`src/rtl/fifo_wptr_full.sv`:
```
// Write-side pointer and full-flag generator for an async CDC FIFO.
// Optional almost-full output enabled by defining FIFO_ALMOST_FULL_EN.
module fifo_wptr_full #(
  parameter int addrsize = 4
`ifdef FIFO_ALMOST_FULL_EN
  , parameter int AF_THRESH = 12
`endif
) (
  input  logic                clk,
  input  logic                rst,
  input  logic                winc,
  input  logic [addrsize:0]   wq2_rptr,
  output logic [addrsize-1:0] waddr,
  output logic [addrsize:0]   wptr,
  output logic                wfull,
  output logic                wovf
`ifdef FIFO_ALMOST_FULL_EN
  , output logic              wafull
`endif
);

  logic [addrsize:0] wbin_q, wbin_d;
  logic [addrsize:0] wptr_q, wptr_d;
  logic              wfull_q, wfull_d;
  logic              wovf_q, wovf_d;
  logic              wen;
  logic [addrsize:0] full_cmp;

  assign wen    = winc & ~wfull_q;
  assign wbin_d = wbin_q + (addrsize+1)'(wen);
  assign wptr_d = (wbin_d >> 1) ^ wbin_d;

  // Full when the write pointer has lapped the read pointer: in Gray code
  // that means the two MSBs inverted and the remaining bits equal.
  assign full_cmp = {~wq2_rptr[addrsize:addrsize-1], wq2_rptr[addrsize-2:0]};
  assign wfull_d  = (wptr_d == full_cmp);
  assign wovf_d   = wovf_q | (winc & wfull_q);

  always_ff @(posedge clk) begin
    if (rst) begin
      wbin_q  <= '0;
      wptr_q  <= '0;
      wfull_q <= 1'b0;
      wovf_q  <= 1'b0;
    end else begin
      wbin_q  <= wbin_d;
      wptr_q  <= wptr_d;
      wfull_q <= wfull_d;
      wovf_q  <= wovf_d;
    end
  end

  assign waddr = wbin_q[addrsize-1:0];
  assign wptr  = wptr_q;
  assign wfull = wfull_q;
  assign wovf  = wovf_q;

`ifdef FIFO_ALMOST_FULL_EN
  logic [addrsize:0] rbin;
  logic [addrsize:0] level;
  logic              wafull_q, wafull_d;

  // Gray-to-binary: each binary bit is the XOR of all Gray bits at or above it.
  assign rbin[addrsize] = wq2_rptr[addrsize];
  generate
    for (genvar gi = addrsize - 1; gi >= 0; gi--) begin : g_gray2bin
      assign rbin[gi] = rbin[gi+1] ^ wq2_rptr[gi];
    end
  endgenerate

  assign level    = wbin_d - rbin;
  assign wafull_d = (level >= (addrsize+1)'(AF_THRESH));

  always_ff @(posedge clk) begin
    if (rst) wafull_q <= 1'b0;
    else     wafull_q <= wafull_d;
  end

  assign wafull = wafull_q;
`endif

endmodule

```
`config.mk`:
```
export PLATFORM = sky130hd
export DESIGN_NAME = fifo_wptr_full
export DESIGN_NICKNAME = d
export VERILOG_FILES = /design/src/rtl/fifo_wptr_full.sv
export SDC_FILE = /design/constraint.sdc
export NUM_CORES = 1
export LEC_CHECK = 0
export CORE_AREA = 2 2 39 41
export CTS_CLUSTER_DIAMETER = 120
export CTS_CLUSTER_SIZE = 16
export DETAILED_ROUTE_END_ITERATION = 10
export DIE_AREA = 0 0 41 43
export HOLD_SLACK_MARGIN = 0.06
export PLACE_DENSITY = 0.68
export SKIP_CTS_REPAIR_TIMING = 1
export SYNTH_ARGS = -nofsm -noshare
export SYNTH_HDL_FRONTEND = slang
export SYNTH_SLANG_ARGS = --single-unit
```
`constraint.sdc`:
```
create_clock -name clk -period 2.89 [get_ports clk]
set_input_delay 0.867 -clock clk [delete_from_list [all_inputs] [get_ports clk]]
set_output_delay 0.867 -clock clk [all_outputs]
set_load 0.01 [all_outputs]
```
# Word-level counts from Yosys, hierarchy flattened
# Cells that the tools add are included.
dict set report totals {
  elab_cells 12
  reg_bits 12
  input_bits 8
  out_inout_bits 11
}
dict set report classes {
  add_sub_neg 1
  n_eq_ne 1
  bitwise 6
}
# cell n
set ops {}
lappend ops {{adder 5 x 1 -> 5 bit} 1}
lappend ops {{equality test 5 bit} 1}
lappend ops {{bitwise XOR 4 x 5 -> 5 bit} 1}
lappend ops {{AND 1 bit} 2}
lappend ops {{NOT 2 bit} 1}
lappend ops {{NOT 1 bit} 1}
lappend ops {{OR 1 bit} 1}

# Longest topological paths before layout
# Gate-level depths: netlist of the first run.
dict set report logic_depth {
  ltp_word 5
  mapped_depth 7
  ltp_nobuf 7
}

# Worst setup path before layout of the first run
# Ideal clock, no wire load.
dict set report synth_path {
  path_type {input port to flip-flop}
  from {input winc}
  to {register wfull_q, in the netlist wfull}
  slack_ns 0.577
  required_ns 2.787
  setup_time_ns 0.103
  cell_stages 7
  n_path_buf 0
  arrival_time_ns 2.210
  cell_sequence {nor2b_1 ha_1 ha_1 nand3_1 xor2_1 or3_1 a2111oi_2}
}
dict set report synth_between {
  elab_chain_len 4
}
# item line
set synth_rtl {}
lappend synth_rtl {{start: declaration} 11} ;# input logic winc,
lappend synth_rtl {{AND 1 bit} 29} ;# assign wen = winc & ~wfull_q;
lappend synth_rtl {{adder 5 x 1 -> 5 bit} 30} ;# assign wbin_d = wbin_q + (addrsize+1)'(wen);
lappend synth_rtl {{bitwise XOR 4 x 5 -> 5 bit} 31} ;# assign wptr_d = (wbin_d >> 1) ^ wbin_d;
lappend synth_rtl {{equality test 5 bit} 36} ;# assign wfull_d = (wptr_d == full_cmp);
lappend synth_rtl {{end signal: assignment} 48} ;# wfull_q <= wfull_d;
lappend synth_rtl {{end: declaration} 24} ;# logic wfull_q, wfull_d;
# No other way between the ends.
# A chain may end at the register's enable or synchronous reset.

# Final worst setup path of the first run
# Same ends and word-level chain as after synthesis.

==> flow_metrics.tcl, run 1 <==
set metrics [dict create \
    path_cells "clkdlybuf4s50_1 -> nor2b_1 -> ha_1 -> ha_1 -> nand3_1 -> xor2_1 -> or3_1 -> a2111oi_2" \
    synth.cell_area_sq_um 480.5 \
    core_sq_mm 0.001384 \
    final.setup_skew_ns 0.003380 \
    seqCellArea_sq_um 220.2 \
    antenna_found_initial 0 \
    dr.first_iter.drc_count 4 \
    worst_path_max_delay_cell "clkdlybuf4s50_1" \
    reg2reg_from "wfull" \
    period_minus_slack_ns 2.607 \
    endpoint_kind "flop" \
    rsz0062_at_grt "false" \
    ant_nets 0 \
    io_pins 19 \
    synth_ff_type "dfxtp_1" \
    yosys_register_bits 11 \
    area_growth_pct 51.04 \
    place_area_sq_um 699.4 \
    cpPeakStageDelay_ns 0.47 \
    routedWlPerCell_um 10.23 \
    vias 392 \
    die_w_um 41 \
    fmax_mhz 383.6 \
    globalplace.congestion 0.7004 \
    leakagePower_nw 0.2817 \
    hold_path.class "reg2reg" \
    period_share_pct 90.20 \
    grt_pass1_wl_um 1462 \
    die_h_um 43 \
    syn-num-nets 57 \
    die-area_sq_mm 0.001763 \
    grt_overflow 0 \
    setup_violations 0 \
    tns_ns 0 \
    path_clk_slew_ns 0.07 \
    clkLatencyLatePin_ns 0.26 \
    tightestPinTransition_ns 0.4066 \
    hold_start "wovf" \
    total_power_w 0.0003401 \
    final_hold_viol_count 0 \
    wl_um 890 \
    crit_path_start_kind "input port" \
    synth_cell_types 16 \
    multi_input_area_sq_um 256.5 \
    clockRootBuffer "clkbuf_4" \
    crit_start "winc" \
    layout_setup_ws_ns 0.2833 \
    slew_violations 0 \
    fillers 136 \
    fin_nets 82 \
    drc 0 \
    place_ws_ns 0.01470 \
    final_area_sq_um 725.7 \
    yosysWarnings 0 \
    drive_above_1_share_pct 11.27 \
    synth_edf_count 0 \
    synth.avg_cell_area_sq_um 10.22 \
    path_class "in2reg" \
    power.density_mw_per_mm2 468.7 \
    cts_made_buffers 3 \
    critPathRequiredTime_ns 3.05 \
    dr.pass1.iters 4 \
    dp_hpwl_um 690.1 \
    final_util_pct 52.44 \
    drv_cap 0 \
    portBuffers 18 \
    start_util_pct 34.72 \
    htree_num_levels 1 \
    worstPathArrival_ns 2.77 \
    cts_tree "done" \
    synthArstFlopShare_pct 0 \
    syn_inst 47 \
    vdd_drop_max_mv 0.2255 \
    clock_path_buffers 2 \
    diodes 0 \
    via_per_inst 4.506 \
    cpMostUsedCell "ha_1" \
    status "finished clean" \
    ys_seq_area_share_pct 45.83 \
    clock_sinks 11 \
    grt_pass1_vias 385 \
    max_slew_margin_pct 72.81 \
    rows 14 \
    grt_max_degree 12 \
    track_usage_pct 12.51 \
    crit_fanout 2 \
]
==> sequential cells by signal (all words and copies together) (netlist names) <==
signal / count
wbin_q: 5
wptr: 4
wfull: 1
wovf: 1
==> through the flow <==
step           cells  hold slack (ns)
4_1_cts           87           0.4796
3_5_place_dp      83           0.4628
5_1_grt           87           0.5456
6_report          87           0.4720
2_1_floorplan     47           0.5022
3_3_place_gp      83           0.4497
==> cell usage after synthesis, drive strengths merged, types with 2 or more instances <==
cell | count | share of area (%)
nor2b | 3 | 3.9
ha | 2 | 5.2
xor2 | 2 | 3.6
nand3 | 3 | 3.1
xnor2 | 8 | 15
nor2 | 8 | 6.3
dfxtp | 11 | 46
a21oi | 2 | 2.1
==> layout by cell type, fill, tap and decap left out, drive strengths merged <==
cell / synthesis / routed
clkbuf: 1 / 4
dfxtp: 11 / 11
or2: 1 / 1
a2111oi: 1 / 1
mux2i: 1 / 1
nand3: 3 / 3
buf: 0 / 3
nor2: 8 / 8
or3: 1 / 1
a21oi: 2 / 2
xor2: 2 / 2
nand2: 1 / 1
ha: 2 / 2
clkdlybuf4s50: 0 / 18
xnor3: 1 / 1
xnor2: 8 / 8
nor2b: 3 / 3
and2: 1 / 1
==> logic make-up after synthesis <==
kind of cell             after synthesis  synth area share, %
AO/OA/AOI/OAI                          3                5.208
adder cells (fa/ha/maj)                2                5.208
multiplexers                           1                2.083
XOR/XNOR                              11                22.92
flip-flops                            11                45.83
buffers and inverters                  1               0.7805
AND/OR/NAND/NOR                       18                17.97
==> critical path: cells and delay by family <==
family	cells	cell delay [ns]
compound gates	1	0.29
buf+inv	1	0.47
fa+ha+maj	2	0.37
xor+xnor	1	0.17
simple gates	3	0.61
==> per-layer routing <==
metal	vias to the layer above	GRT usage (%)	part of all wire [%]
met2	10	20.94	51
met3	2	4.712	4.4
met4	0	6.000	1.0
li1	206	-	-
met5	-	0	0
met1	174	12.75	43
==> cell type report <==
cell class	instances	area share, %
clock buffers	4	3.621
well taps	16	2.759
flip-flops and latches	11	30.34
repair buffers	21	27.93
multi-input cells	35	35.34
==> where the power goes <==
part | switching, W | internal (W) | total [W]
combinational | 0.0000299 | 0.0000434 | 0.0000733
sequential | 0.00000375 | 0.000160 | 0.000164
clock | 0.0000499 | 0.0000533 | 0.000103
total | 0.0000836 | 0.000257 | 0.000340
==> final timing paths <==
kind	to	slack [ns]	depth (start not counted)
max reg2reg	wfull	1.05	7
max	wfull	0.28	8
min reg2reg	wovf	0.47	2
min	wovf	0.47	2
Power figures use the tool's default switching activity.
==> run 2: changes to the inputs <==
==> constraint.sdc (replaced) <==
create_clock -name clk -period 2.89 [get_ports clk]
set_input_delay 0.578 -clock clk [delete_from_list [all_inputs] [get_ports clk]]
set_output_delay 0.578 -clock clk [all_outputs]
set_load 0.01 [all_outputs]
==> run 2 against run 1 <==
Via count down 3.3%; clock power is essentially flat; wire length up 1.2%; register-to-register slack worse by 0.02 ns; core utilization shrank 1.1 points; critical endpoint unchanged; largest cell class unchanged.
==> flow_metrics.tcl, run 2 (synthesized netlist as in run 1, its figures left out) <==
set metrics [dict create \
    final_util_pct 51.36 \
    diodes 0 \
    fin_nets 80 \
    critPathRequiredTime_ns 3.05 \
    grt_pass1_wl_um 1511 \
    clkLatencyLatePin_ns 0.26 \
    wl_um 901 \
    start_util_pct 34.72 \
    total_power_w 0.0003408 \
    path_cells "clkdlybuf4s50_1 -> nor2b_1 -> ha_1 -> ha_1 -> nand3_1 -> xor2_1 -> or3_1 -> a2111oi_2" \
    hold_path.class "reg2reg" \
    clock_sinks 11 \
    worst_path_max_delay_cell "clkdlybuf4s50_1" \
    die_h_um 43 \
    power.density_mw_per_mm2 479.6 \
    area_growth_pct 47.92 \
    htree_num_levels 1 \
    worstPathArrival_ns 2.51 \
    drc 0 \
    dp.cells 81 \
    io_pins 19 \
    clockRootBuffer "clkbuf_4" \
    ant_nets 0 \
    layout_commonest_cell "clkdlybuf4s50_1" \
    fillers 136 \
    cp_num_buf_inv 1 \
    routedWlPerCell_um 10.60 \
    dr.pass1.iters 4 \
    crit_path_start_kind "input port" \
    final_cell_mix "clkdlybuf4s50_1 (18), dfxtp_1 (11), xnor2_1 (8), nor2_1 (8)" \
    track_usage_pct 13.42 \
    tightestPinTransition_ns 0.4153 \
    stdcell_count 85 \
    final.setup_skew_ns 0.003160 \
    drv_cap 0 \
    hold_depth 2 \
    status "finished clean" \
    path_clk_slew_ns 0.07 \
    antenna_found_initial 0 \
    path_class "in2reg" \
    grt_pass1_vias 384 \
    grt_overflow 0 \
    regMostFlops "wbin_q" \
    dp_hpwl_um 689.6 \
    globalplace.congestion 0.6902 \
    drive_above_1_share_pct 8.696 \
    core_sq_mm 0.001384 \
    dr.first_iter.drc_count 3 \
    period_minus_slack_ns 2.347 \
    fmax_mhz 426.1 \
    setup_violations 0 \
    max_slew_margin_pct 72.23 \
    cts_tree "done" \
    leakagePower_nw 0.2734 \
    largest_reg_flops 5 \
    portBuffers 18 \
    cpPeakStageDelay_ns 0.47 \
    tns_ns 0 \
    cts_made_buffers 3 \
    clock_path_buffers 2 \
    vdd_drop_max_mv 0.2447 \
    slew_violations 0 \
    vias 379 \
    grt_max_degree 12 \
    period_share_pct 81.20 \
    die-area_sq_mm 0.001763 \
    rows 14 \
    crit_family "simple AND/OR/NAND/NOR gates" \
    crit_fanout 4 \
    reg2reg_depth 7 \
    path_depth 8 \
    rsz0062_at_grt "false" \
    cpMostUsedCell "ha_1" \
    via_per_inst 4.459 \
    final_hold_viol_count 0 \
    die_w_um 41 \
    endpoint_kind "flop" \
]
[run 2: cell count changes in the layout (fill, tap and decap cells not counted)]
| cell | previous run | this run |
|---|---|---|
| buf_4 | 3 | 1 |
[run 2: through the flow]
step	setup WS (ns)	hold WS [ns]	area, sq um
2_1_floorplan	0.8657	0.5022	480.5
3_3_place_gp	0.2566	0.4504	684.4
3_5_place_dp	0.2503	0.4659	684.4
4_1_cts	0.5288	0.4821	710.7
5_1_grt	0.4017	0.5215	710.7
6_report	0.5433	0.4734	710.7
[run 2: area by class of cell]
class                           instances  area [sq um]  share of cell area, %
Multi-Input combinational cell         35         256.5                  36.09
Timing Repair Buffer                   19         187.7                  26.41
Tap cell                               16         20.02                  2.817
Clock buffer                            4         26.28                  3.697
Sequential cell                        11         220.2                  30.99
[run 2: final timing paths]
path	from	end	slack (ns)
setup / recovery	winc	wfull	0.54
hold / removal	wovf	wovf	0.47
setup reg to reg	wfull	wfull	1.03
hold reg to reg	wovf	wovf	0.47
[run 2: power breakdown]
group          total [W]  leakage, nW  switching, W  internal, W
Sequential      0.000163       0.0895    0.00000362     0.000160
Combinational  0.0000733        0.169     0.0000299    0.0000434
Clock           0.000104       0.0150     0.0000508    0.0000533
Total           0.000341        0.273     0.0000843     0.000257
[run 2: routing by layer]
layer	vias to the layer above	share of wire [%]	track usage (%)
li1	197	-	-
met1	170	42	15.03
met2	10	50	19.69
met3	2	5.3	4.712
met4	0	2.4	10.00
met5	-	0	0
[run 2: worst min-delay path: stages (launching register included)]
cell and delay [ns]:
dfxtp_1 0.33, a21oi_1 0.04, nor2_1 0.07
==> run 3: changes to the inputs <==
==> constraint.sdc (replaced) <==
create_clock -name clk -period 2.2 [get_ports clk]
set_input_delay 0.44 -clock clk [delete_from_list [all_inputs] [get_ports clk]]
set_output_delay 0.44 -clock clk [all_outputs]
set_load 0.01 [all_outputs]
==> run 3 against run 2 <==
Clock skew grew 0.00093 ns; wire length grew 20%; sequential share of layout area shrank 3.6 points; first-iteration DRC count grew 33%; via count grew 14%; global-route usage grew 2.1 points; sequential power grew 33%; die area is the same; largest power group unchanged.
==> flow_metrics.tcl, run 3 (synthesized netlist as in run 1, its figures left out) <==
set metrics [dict create \
    stdcell_count 92 \
    vias 433 \
    cts_made_buffers 3 \
    crit_family "simple AND/OR/NAND/NOR gates" \
    die-area_sq_mm 0.001763 \
    grt_pass1_vias 389 \
    hold_start "winc" \
    fmax_mhz 526.8 \
    max_slew_margin_pct 69.49 \
    place_area_sq_um 729.5 \
    top_layer_used "met4" \
    via_per_inst 4.707 \
    switchingPower_w 0.0001223 \
    route.met2.wl_um 588 \
    grt_pass1_wl_um 1683 \
    setup_violations 0 \
    endpoint_kind "flop" \
    globalplace.congestion 0.6850 \
    critPathRequiredTime_ns 2.38 \
    leakagePower_nw 0.3168 \
    reg2reg_depth 7 \
    whs_endpoint "wovf" \
    pwr-share-comb_pct 24.9 \
    core_sq_mm 0.001384 \
    final_area_sq_um 803.3 \
    cpPeakStageDelay_ns 0.38 \
    area_growth_pct 67.19 \
    crit_fanout 3 \
    period_share_pct 86.28 \
    track_usage_pct 15.54 \
    diodes 0 \
    die_h_um 43 \
    grt_overflow 0 \
    status "finished clean" \
    clkLatencyLatePin_ns 0.27 \
    clock_sinks 11 \
    worstPathArrival_ns 2.08 \
    dp_hpwl_um 828.8 \
    p_seq_share_pct 45.6 \
    clockPowerShare_pct 29.5 \
    antenna_found_initial 0 \
    p_int_w 0.0003514 \
    final.setup_skew_ns 0.004092 \
    final_hold_viol_count 0 \
    clockRootBuffer "clkbuf_4" \
    crit_path_start_kind "flop" \
    tightestPinTransition_ns 0.4562 \
    reg2reg_slack_ns 0.30 \
    final_cell_mix "clkdlybuf4s50_1 (17), dfxtp_1 (11), nor2_1 (8), buf_4 (8), xnor2_1 (7)" \
    cts_tree "done" \
    dp.cells 87 \
    fin_nets 87 \
    htree_num_levels 1 \
    die_w_um 41 \
    routedWlPerCell_um 11.77 \
    period_minus_slack_ns 1.898 \
    start_util_pct 34.72 \
    reg2reg_from "wfull" \
    fillers 134 \
    switching_share_pct 25.83 \
    worst_path_max_delay_cell "or3_4" \
    cp_num_buf_inv 0 \
    wl_um 1083 \
    drive_above_1_share_pct 23.68 \
    hold_depth 3 \
    ant_nets 0 \
    met3_length_um 51 \
    largest_reg_flops 5 \
    rows 14 \
    dr.first_iter.drc_count 4 \
    drv_cap 0 \
    path_class "reg2reg" \
    slew_violations 0 \
    layout_commonest_cell "clkdlybuf4s50_1" \
    rr_endpoint "wfull" \
    met1Wirelength_um 394 \
    cpMostUsedCell "ha_2" \
    io_pins 19 \
    path_cells "nor2b_4 -> ha_2 -> ha_2 -> nand3_1 -> xor2_1 -> or3_4 -> a2111oi_4" \
    portBuffers 18 \
    hold_path.class "in2reg" \
    grt_max_degree 12 \
    clock_path_buffers 2 \
    vdd_drop_max_mv 0.3675 \
    path_clk_slew_ns 0.07 \
    power.density_mw_per_mm2 589.7 \
    dr.pass1.iters 3 \
    rsz0062_at_grt "false" \
    drc 0 \
    regMostFlops "wbin_q" \
]
==> run 3: metal layers <==
metal  track usage, %  vias to the layer above
met5                0                        -
met4            14.00                        0
met3            4.712                        5
met2            24.06                       13
met1            15.36                      203
li1                 -                      212
==> run 3: tightest hold or removal path, delay by kind of cell <==
kind / cells / cell delay (ns)
compound gates: 1 / 0.07
simple gates: 1 / 0.07
buf+inv: 1 / 0.11
==> run 3: final cells by class <==
cell class              count  area, sq um  area share (%)
multi-input cells          35        294.0           36.60
repair buffers             26        242.7           30.22
clock buffers               4        26.28           3.271
well taps                  16        20.02           2.492
flip-flops and latches     11        220.2           27.41
==> run 3: power groups by stage <==
| stage | combinational, W | sequential, W | clock [W] |
|---|---|---|---|
| floorplan | 0.0000494 | 0.000225 | 0 |
| global placement | 0.000111 | 0.000220 | 0 |
| detailed placement | 0.000112 | 0.000220 | 0 |
| CTS | 0.000113 | 0.000216 | 0.000143 |
| global route | 0.000128 | 0.000218 | 0.000157 |
| finish | 0.000118 | 0.000216 | 0.000140 |
==> run 3: worst max path at each step <==
stage,from,to,slack (ns),cells after the start
floorplan,winc,wfull,0.31,7
global placement,winc,wfull,-0.22,8
detailed placement,winc,wfull,-0.26,8
CTS,winc,wfull,0.008,8
global route,wfull,wfull,0.20,7
finish,wfull,wfull,0.30,7
==> run 3: stage by stage <==
step                utilization, %  total power, W  setup TNS, ns  hold slack [ns]  worst slack (ns)
floorplan                        -       0.0002743              0           0.5022            0.3137
global placement             52.71       0.0003304        -0.3800           0.4497           -0.2213
detailed placement           52.71       0.0003325        -0.4954           0.4653           -0.2638
CTS                          54.61       0.0004712              0           0.4823          0.008000
global route                 58.05       0.0005027              0           0.4769            0.1974
finish                       58.05       0.0004737              0           0.4460            0.3018
